===== src/rtl/cpu_pkg.sv =====
// Shared CPU-wide widths: datapath width, register address width and register count.
package cpu_pkg;
    localparam int DATA_W   = 19;
    localparam int REG_AW   = 4;
    localparam int NUM_REGS = 16;
endpackage


===== src/rtl/operand_fetch_pkg.sv =====
// Types shared by the operand-fetch stage, its scoreboard and its interface.
package operand_fetch_pkg;
    import cpu_pkg::*;

    typedef logic [DATA_W-1:0]   data_t;
    typedef logic [REG_AW-1:0]   reg_t;
    typedef logic [NUM_REGS-1:0] mask_t;
    typedef logic [15:0]         cnt_t;

    typedef struct packed {
        data_t op1;
        data_t op2;
        reg_t  rd;
        logic  rd_en;
    } out_stage_t;

    function automatic mask_t reg_bit(input reg_t r);
        reg_bit = mask_t'(1) << r;
    endfunction
endpackage


===== src/rtl/operand_fetch_if.sv =====
// Decode/regfile/writeback/issue bundle of the operand-fetch stage; slave = the stage itself.
interface operand_fetch_if;
    import operand_fetch_pkg::*;

    logic  in_valid;
    logic  in_ready;
    reg_t  in_rs1;
    reg_t  in_rs2;
    reg_t  in_rd;
    logic  in_rd_en;
    reg_t  read_reg1;
    reg_t  read_reg2;
    data_t read_data1;
    data_t read_data2;
    logic  wb_valid;
    reg_t  wb_reg;
    data_t wb_data;
    logic  reg_write;
    reg_t  write_reg;
    data_t write_data;
    logic  out_valid;
    logic  out_ready;
    data_t out_op1;
    data_t out_op2;
    reg_t  out_rd;
    logic  out_rd_en;
    cnt_t  stall_cnt;

    modport slave (
        input  in_valid, in_rs1, in_rs2, in_rd, in_rd_en, read_data1, read_data2,
               wb_valid, wb_reg, wb_data, out_ready,
        output in_ready, read_reg1, read_reg2, reg_write, write_reg, write_data,
               out_valid, out_op1, out_op2, out_rd, out_rd_en, stall_cnt
    );

    modport master (
        output in_valid, in_rs1, in_rs2, in_rd, in_rd_en, read_data1, read_data2,
               wb_valid, wb_reg, wb_data, out_ready,
        input  in_ready, read_reg1, read_reg2, reg_write, write_reg, write_data,
               out_valid, out_op1, out_op2, out_rd, out_rd_en, stall_cnt
    );
endinterface


===== src/rtl/operand_fetch_scoreboard.sv =====
// Pending-write mask and RAW/WAW hazard detect; mask updates one edge after accept/writeback.
// OPERAND_FETCH_BYPASS_EN: a source being written back this cycle is not a hazard.
module operand_scoreboard
    import operand_fetch_pkg::*;
(
    input  logic clk,
    input  logic rst,
    input  logic in_valid_i,
    input  reg_t rs1_i,
    input  reg_t rs2_i,
    input  reg_t rd_i,
    input  logic rd_en_i,
    input  logic accept_i,
    input  logic wb_valid_i,
    input  reg_t wb_reg_i,
    output logic hazard_o
);
    mask_t pending_q;
    mask_t pending_d;
    mask_t wb_clr;
    mask_t src_block;

    always_comb begin
        wb_clr    = wb_valid_i ? reg_bit(wb_reg_i) : '0;
`ifdef OPERAND_FETCH_BYPASS_EN
        src_block = pending_q & ~wb_clr;
`else
        src_block = pending_q;
`endif
        // Destination check stays on the raw mask: forwarding only helps readers.
        hazard_o  = in_valid_i && (src_block[rs1_i] || src_block[rs2_i] ||
                                   (rd_en_i && pending_q[rd_i]));
        pending_d = pending_q & ~wb_clr;
        if (accept_i && rd_en_i) begin
            pending_d = pending_d | reg_bit(rd_i);
        end
    end

    always_ff @(posedge clk or posedge rst) begin
        if (rst) begin
            pending_q <= '0;
        end else begin
            pending_q <= pending_d;
        end
    end
endmodule


===== src/rtl/operand_fetch.sv =====
// Operand fetch: reads regfile, registers operands into a 1-entry output stage (latency 1).
// Stalls on hazard or a full, unready output stage. Optional OPERAND_FETCH_BYPASS_EN forwards wb_data.
module operand_fetch
    import cpu_pkg::*, operand_fetch_pkg::*;
(
    input  logic           clk,
    input  logic           rst,
    operand_fetch_if.slave bus
);
    logic       hazard;
    logic       accept;
    logic       out_valid_q;
    logic       out_valid_d;
    out_stage_t out_q;
    out_stage_t out_d;
    cnt_t       stall_q;
    cnt_t       stall_d;
    data_t      op1_sel;
    data_t      op2_sel;

    assign bus.read_reg1  = bus.in_rs1;
    assign bus.read_reg2  = bus.in_rs2;
    assign bus.reg_write  = bus.wb_valid;
    assign bus.write_reg  = bus.wb_reg;
    assign bus.write_data = bus.wb_data;

    assign bus.in_ready = !rst && !hazard && (!out_valid_q || bus.out_ready);
    assign accept       = bus.in_valid && bus.in_ready;

    operand_scoreboard u_scoreboard (
        .clk        (clk),
        .rst        (rst),
        .in_valid_i (bus.in_valid),
        .rs1_i      (bus.in_rs1),
        .rs2_i      (bus.in_rs2),
        .rd_i       (bus.in_rd),
        .rd_en_i    (bus.in_rd_en),
        .accept_i   (accept),
        .wb_valid_i (bus.wb_valid),
        .wb_reg_i   (bus.wb_reg),
        .hazard_o   (hazard)
    );

    always_comb begin
        op1_sel = bus.read_data1;
        op2_sel = bus.read_data2;
`ifdef OPERAND_FETCH_BYPASS_EN
        if (bus.wb_valid && bus.wb_reg == bus.in_rs1) op1_sel = bus.wb_data;
        if (bus.wb_valid && bus.wb_reg == bus.in_rs2) op2_sel = bus.wb_data;
`endif
    end

    always_comb begin
        out_d       = out_q;
        out_valid_d = out_valid_q;
        stall_d     = stall_q;
        if (accept) begin
            out_d       = '{op1: op1_sel, op2: op2_sel, rd: bus.in_rd, rd_en: bus.in_rd_en};
            out_valid_d = 1'b1;
        end else if (bus.out_ready) begin
            out_valid_d = 1'b0;
        end
        if (hazard && stall_q != '1) begin
            stall_d = stall_q + cnt_t'(1);
        end
    end

    always_ff @(posedge clk or posedge rst) begin
        if (rst) begin
            out_q       <= '0;
            out_valid_q <= 1'b0;
            stall_q     <= '0;
        end else begin
            out_q       <= out_d;
            out_valid_q <= out_valid_d;
            stall_q     <= stall_d;
        end
    end

    assign bus.out_valid = out_valid_q;
    assign bus.out_op1   = out_q.op1;
    assign bus.out_op2   = out_q.op2;
    assign bus.out_rd    = out_q.rd;
    assign bus.out_rd_en = out_q.rd_en;
    assign bus.stall_cnt = stall_q;
endmodule

===== src/flat_wrapper.sv =====
// flat-port wrapper written by rule: the top's interface ports become plain ports
module operand_fetch_flat import cpu_pkg::*, operand_fetch_pkg::*;
  (clk, rst, bus_in_valid, bus_in_rs1, bus_in_rs2, bus_in_rd, bus_in_rd_en, bus_read_data1, bus_read_data2, bus_wb_valid, bus_wb_reg, bus_wb_data, bus_out_ready, bus_in_ready, bus_read_reg1, bus_read_reg2, bus_reg_write, bus_write_reg, bus_write_data, bus_out_valid, bus_out_op1, bus_out_op2, bus_out_rd, bus_out_rd_en, bus_stall_cnt);
  operand_fetch_if bus_i ();
  input  logic clk;
  input  logic rst;
  input wire logic [$bits(bus_i.in_valid)-1:0] bus_in_valid;
  input wire logic [$bits(bus_i.in_rs1)-1:0] bus_in_rs1;
  input wire logic [$bits(bus_i.in_rs2)-1:0] bus_in_rs2;
  input wire logic [$bits(bus_i.in_rd)-1:0] bus_in_rd;
  input wire logic [$bits(bus_i.in_rd_en)-1:0] bus_in_rd_en;
  input wire logic [$bits(bus_i.read_data1)-1:0] bus_read_data1;
  input wire logic [$bits(bus_i.read_data2)-1:0] bus_read_data2;
  input wire logic [$bits(bus_i.wb_valid)-1:0] bus_wb_valid;
  input wire logic [$bits(bus_i.wb_reg)-1:0] bus_wb_reg;
  input wire logic [$bits(bus_i.wb_data)-1:0] bus_wb_data;
  input wire logic [$bits(bus_i.out_ready)-1:0] bus_out_ready;
  output wire logic [$bits(bus_i.in_ready)-1:0] bus_in_ready;
  output wire logic [$bits(bus_i.read_reg1)-1:0] bus_read_reg1;
  output wire logic [$bits(bus_i.read_reg2)-1:0] bus_read_reg2;
  output wire logic [$bits(bus_i.reg_write)-1:0] bus_reg_write;
  output wire logic [$bits(bus_i.write_reg)-1:0] bus_write_reg;
  output wire logic [$bits(bus_i.write_data)-1:0] bus_write_data;
  output wire logic [$bits(bus_i.out_valid)-1:0] bus_out_valid;
  output wire logic [$bits(bus_i.out_op1)-1:0] bus_out_op1;
  output wire logic [$bits(bus_i.out_op2)-1:0] bus_out_op2;
  output wire logic [$bits(bus_i.out_rd)-1:0] bus_out_rd;
  output wire logic [$bits(bus_i.out_rd_en)-1:0] bus_out_rd_en;
  output wire logic [$bits(bus_i.stall_cnt)-1:0] bus_stall_cnt;
  assign bus_i.in_valid = bus_in_valid;
  assign bus_i.in_rs1 = bus_in_rs1;
  assign bus_i.in_rs2 = bus_in_rs2;
  assign bus_i.in_rd = bus_in_rd;
  assign bus_i.in_rd_en = bus_in_rd_en;
  assign bus_i.read_data1 = bus_read_data1;
  assign bus_i.read_data2 = bus_read_data2;
  assign bus_i.wb_valid = bus_wb_valid;
  assign bus_i.wb_reg = bus_wb_reg;
  assign bus_i.wb_data = bus_wb_data;
  assign bus_i.out_ready = bus_out_ready;
  assign bus_in_ready = bus_i.in_ready;
  assign bus_read_reg1 = bus_i.read_reg1;
  assign bus_read_reg2 = bus_i.read_reg2;
  assign bus_reg_write = bus_i.reg_write;
  assign bus_write_reg = bus_i.write_reg;
  assign bus_write_data = bus_i.write_data;
  assign bus_out_valid = bus_i.out_valid;
  assign bus_out_op1 = bus_i.out_op1;
  assign bus_out_op2 = bus_i.out_op2;
  assign bus_out_rd = bus_i.out_rd;
  assign bus_out_rd_en = bus_i.out_rd_en;
  assign bus_stall_cnt = bus_i.stall_cnt;
  operand_fetch u_core (.clk(clk), .rst(rst), .bus(bus_i));
endmodule

===== config.mk =====
export PLATFORM = sky130hd
export DESIGN_NAME = operand_fetch_flat
export DESIGN_NICKNAME = d
export VERILOG_FILES = /design/src/rtl/cpu_pkg.sv /design/src/rtl/operand_fetch_pkg.sv /design/src/rtl/operand_fetch_if.sv /design/src/rtl/operand_fetch_scoreboard.sv /design/src/rtl/operand_fetch.sv /design/src/flat_wrapper.sv
export SDC_FILE = /design/constraint.sdc
export NUM_CORES = 1
export LEC_CHECK = 0
export CAP_MARGIN = 25
export CORE_ASPECT_RATIO = 2
export CORE_MARGIN = 5
export CORE_UTILIZATION = 30
export DETAILED_ROUTE_END_ITERATION = 7
export PLACE_DENSITY = 0.66
export SLEW_MARGIN = 20
export SYNTH_ARGS = -nofsm -noshare
export SYNTH_HDL_FRONTEND = slang
export SYNTH_SLANG_ARGS = --single-unit

===== constraint.sdc =====
create_clock -name clk -period 4.4 [get_ports clk]
set_input_delay 0.44 -clock clk [delete_from_list [all_inputs] [get_ports clk]]
set_output_delay 0.44 -clock clk [all_outputs]
set_load 0.02 [all_outputs]

==> out/metrics.cfg <==
[run_status]
status = complete, no violations

[clocking]
cts_tree = yes
clock_path_buffers = 2
cts.clk_slew.worst_paths_ps = 60
numCtsBuffers = 9
ctsResizeCount = 0
ctsHoldBuffers = 0
htreeDepth = 3
cts_root_buf = clkbuf_16
worstSkewPairLatency_ps = 330
cts_setup_buffers = 0
cts.sinks = 76

[detailed_routing]
dr.pass1.iters = 4
ant_nets = 0
wl_um = 10470
wl_per_cell_um = 18.53
drc = 0
drt_iter0_markers = 55
routed-via-count = 2880
vias_per_cell = 5.097

[sta]
fmax_mhz = 267.9
fin_crit_sh = 0.8483
rsz0062_at_grt = false
skew_ps = 10.95
hold_viol_final = 0
fin_crit_ps = 3733
finalWorstSetupSlack_ps = 667.3
finalMaxSlewViolations = 0
finalHoldWorstSlack_ps = 485.2
finalSetupViolCount = 0
finalSetupTns_ps = 0
worst_pin_slew_ps = 801.8
maxSlewHeadroom = 0.4647

[placed_design]
hpwlAfterDp_um = 8152
io_buffer_count = 133
gp_congestion = 0.9084
dp_slack_ps = 643.0

[synth]
syn_avg_cell_area_um2 = 12.41
synthArstFlopShare = 1.000
ys_warn_count = 0
syn_inst = 305
ys.flop_type = dfrtp_1
ys_seq_area_frac = 0.5025
synth-seq-cells = 76
synth_edf_count = 0
synth_cell_types = 38
synth_area_um2 = 3785
syn_nets = 385

[hold_path]
whs_path_depth = 1
min_from = u_core.bus.out_op1[13]
whs_endpoint = u_core.bus.out_op1[13]
worstHoldPathType = flip-flop to flip-flop

[setup_path]
timing.rr.end = u_core.bus.out_rd_en
cp.required_ps = 3960
worstSetupStartpointType = primary input
rrSetupSlack_ps = 1550
path_max_fanout = 5
arrival_ps = 3290
r2r-start = u_core.u_scoreboard.pending_q[4]
timing_worst_setup_path_type = primary input to output port
worst_setup_path_end_kind = output port
ff2ff_path_depth = 8

[die]
die_y_um = 168.8
row_count = 58
die_width_um = 89.43
initial_utilization = 0.3032
io_pins = 172
die-area_um2 = 15100
core_um2 = 12480

[global_routing]
overflow = 0
grt_max_degree = 45
grt_pass1_vias = 3205
grt_pass1_wl_um = 16390
antenna_found_initial = 0
grt_util_all_layers = 0.1425

[job]
cap_violations = 0

[pwr]
peakVddDrop_v = 0.0002980
p_clk_frac = 0.273
p_leak_nw = 2.156
p_int_w = 0.001865
pwr-share-seq = 0.364
powerDensity_nw_per_um2 = 520.0
p_sw_w = 0.0009203
pwr-share-comb = 0.363
p_sw_frac = 0.3304

[layout]
drive_above_1_share = 0.1614
antennaDiodeCount = 0
multi_input_area_um2 = 1570
nFillCells = 1185
layout.nets = 490
area_delta_synth_final_pct = 41.52
seq_area_um2 = 1902

-- area by class of cell --
type / count / share of cell area
multi-input cells: 181 / 0.2932
well taps: 150 / 0.03504
clock buffers: 9 / 0.04205
clock inverters: 7 / 0.01542
repair buffers: 136 / 0.2551
flip-flops and latches: 76 / 0.3551
inverters: 6 / 0.004205
-- Yosys cell counts, drive strengths merged (5+ instances only) --
cell type / count / share of area
buf: 37 / 0.072
nand2: 7 / 0.0069
nand4: 9 / 0.015
mux4: 9 / 0.058
inv: 6 / 0.0059
dfrtp: 76 / 0.50
mux2i: 8 / 0.021
nor2: 5 / 0.0069
clkbuf: 5 / 0.0050
o21ai: 32 / 0.042
xnor2: 15 / 0.035
nand3: 12 / 0.017
mux2: 45 / 0.13
-- cells by family after synthesis --
| kind of cell | share of synthesized area |
|---|---|
| AO/OA/AOI/OAI | 0.06182 |
| XOR/XNOR | 0.03471 |
| multiplexers | 0.2126 |
| buffers and inverters | 0.08264 |
| AND/OR/NAND/NOR | 0.1025 |
| adder cells (fa/ha/maj) | 0.003305 |
| flip-flops | 0.5025 |
-- stage by stage --
step | area, µm² | power, W | utilization | cells
after floorplan | 3785 | 0.001556 | - | 305
after global placement | 5049 | 0.002027 | 0.4045 | 549
after detailed placement | 5049 | 0.002051 | 0.4045 | 549
after CTS | 5356 | 0.002827 | 0.4291 | 565
after global routing | 5356 | 0.002935 | 0.4291 | 565
final | 5356 | 0.002785 | 0.4291 | 565
-- worst max-delay path, stage by stage --
cell and delay, ps:
clkdlybuf4s50_1 610, mux4_1 600, mux4_2 460, a31oi_1 190, nand3_2 120, a21boi_0 210, clkdlybuf4s50_1 650
-- registers in the layout (all words and copies together) (netlist names) --
register                       flops
u_core.bus.out_op1                19
u_core.bus.out_op2                19
u_core.bus.out_rd                  4
u_core.bus.out_rd_en               1
u_core.bus.out_valid               1
u_core.bus.stall_cnt              16
u_core.u_scoreboard.pending_q     16
-- routing by layer --
| metal | up-vias | part of all wire | global-route usage |
|---|---|---|---|
| met5 | - | 0 | 0 |
| met4 | 0 | 0.054 | 0.08684 |
| met3 | 48 | 0.075 | 0.04433 |
| met2 | 134 | 0.54 | 0.2467 |
| met1 | 1408 | 0.33 | 0.1432 |
| li1 | 1290 | - | - |
-- power by group through the flow --
stage               sequential, W  clock, W  combinational [W]
floorplan                 0.00121         0           0.000346
global placement          0.00102         0            0.00101
detailed placement        0.00103         0            0.00102
CTS                       0.00101  0.000784            0.00103
global route              0.00104  0.000820            0.00108
finish                    0.00101  0.000760            0.00101
-- how the worst max path moves through the flow --
stage,startpoint,to,slack [ps]
after floorplan,bus_in_rd[1],bus_in_ready,1210
after global placement,bus_in_rs1[1],bus_in_ready,670
after detailed placement,bus_in_rs1[1],bus_in_ready,640
after CTS,bus_in_rs1[1],bus_in_ready,610
after global routing,bus_in_rs1[1],bus_in_ready,510
final,bus_in_rs1[1],bus_in_ready,670
-- placed cells by master, fill, tap and decap left out, types with 4 or more instances in the layout --
cell             instances
nor2_1                   4
nand4_1                  9
xnor2_1                 15
nand2_1                  7
nand2b_1                 4
clkdlybuf4s50_1        133
o32ai_1                  4
mux4_1                   4
mux2_1                  12
nand3_1                 11
and3_1                   4
dfrtp_1                 76
and4_1                   4
clkbuf_16                9
mux2i_1                  8
mux2_2                  33
inv_1                    5
nand3b_1                 4
o21ai_1                 15
o21ai_0                 17
mux4_2                   5
No activity file was read; power rests on OpenSTA's default activity.
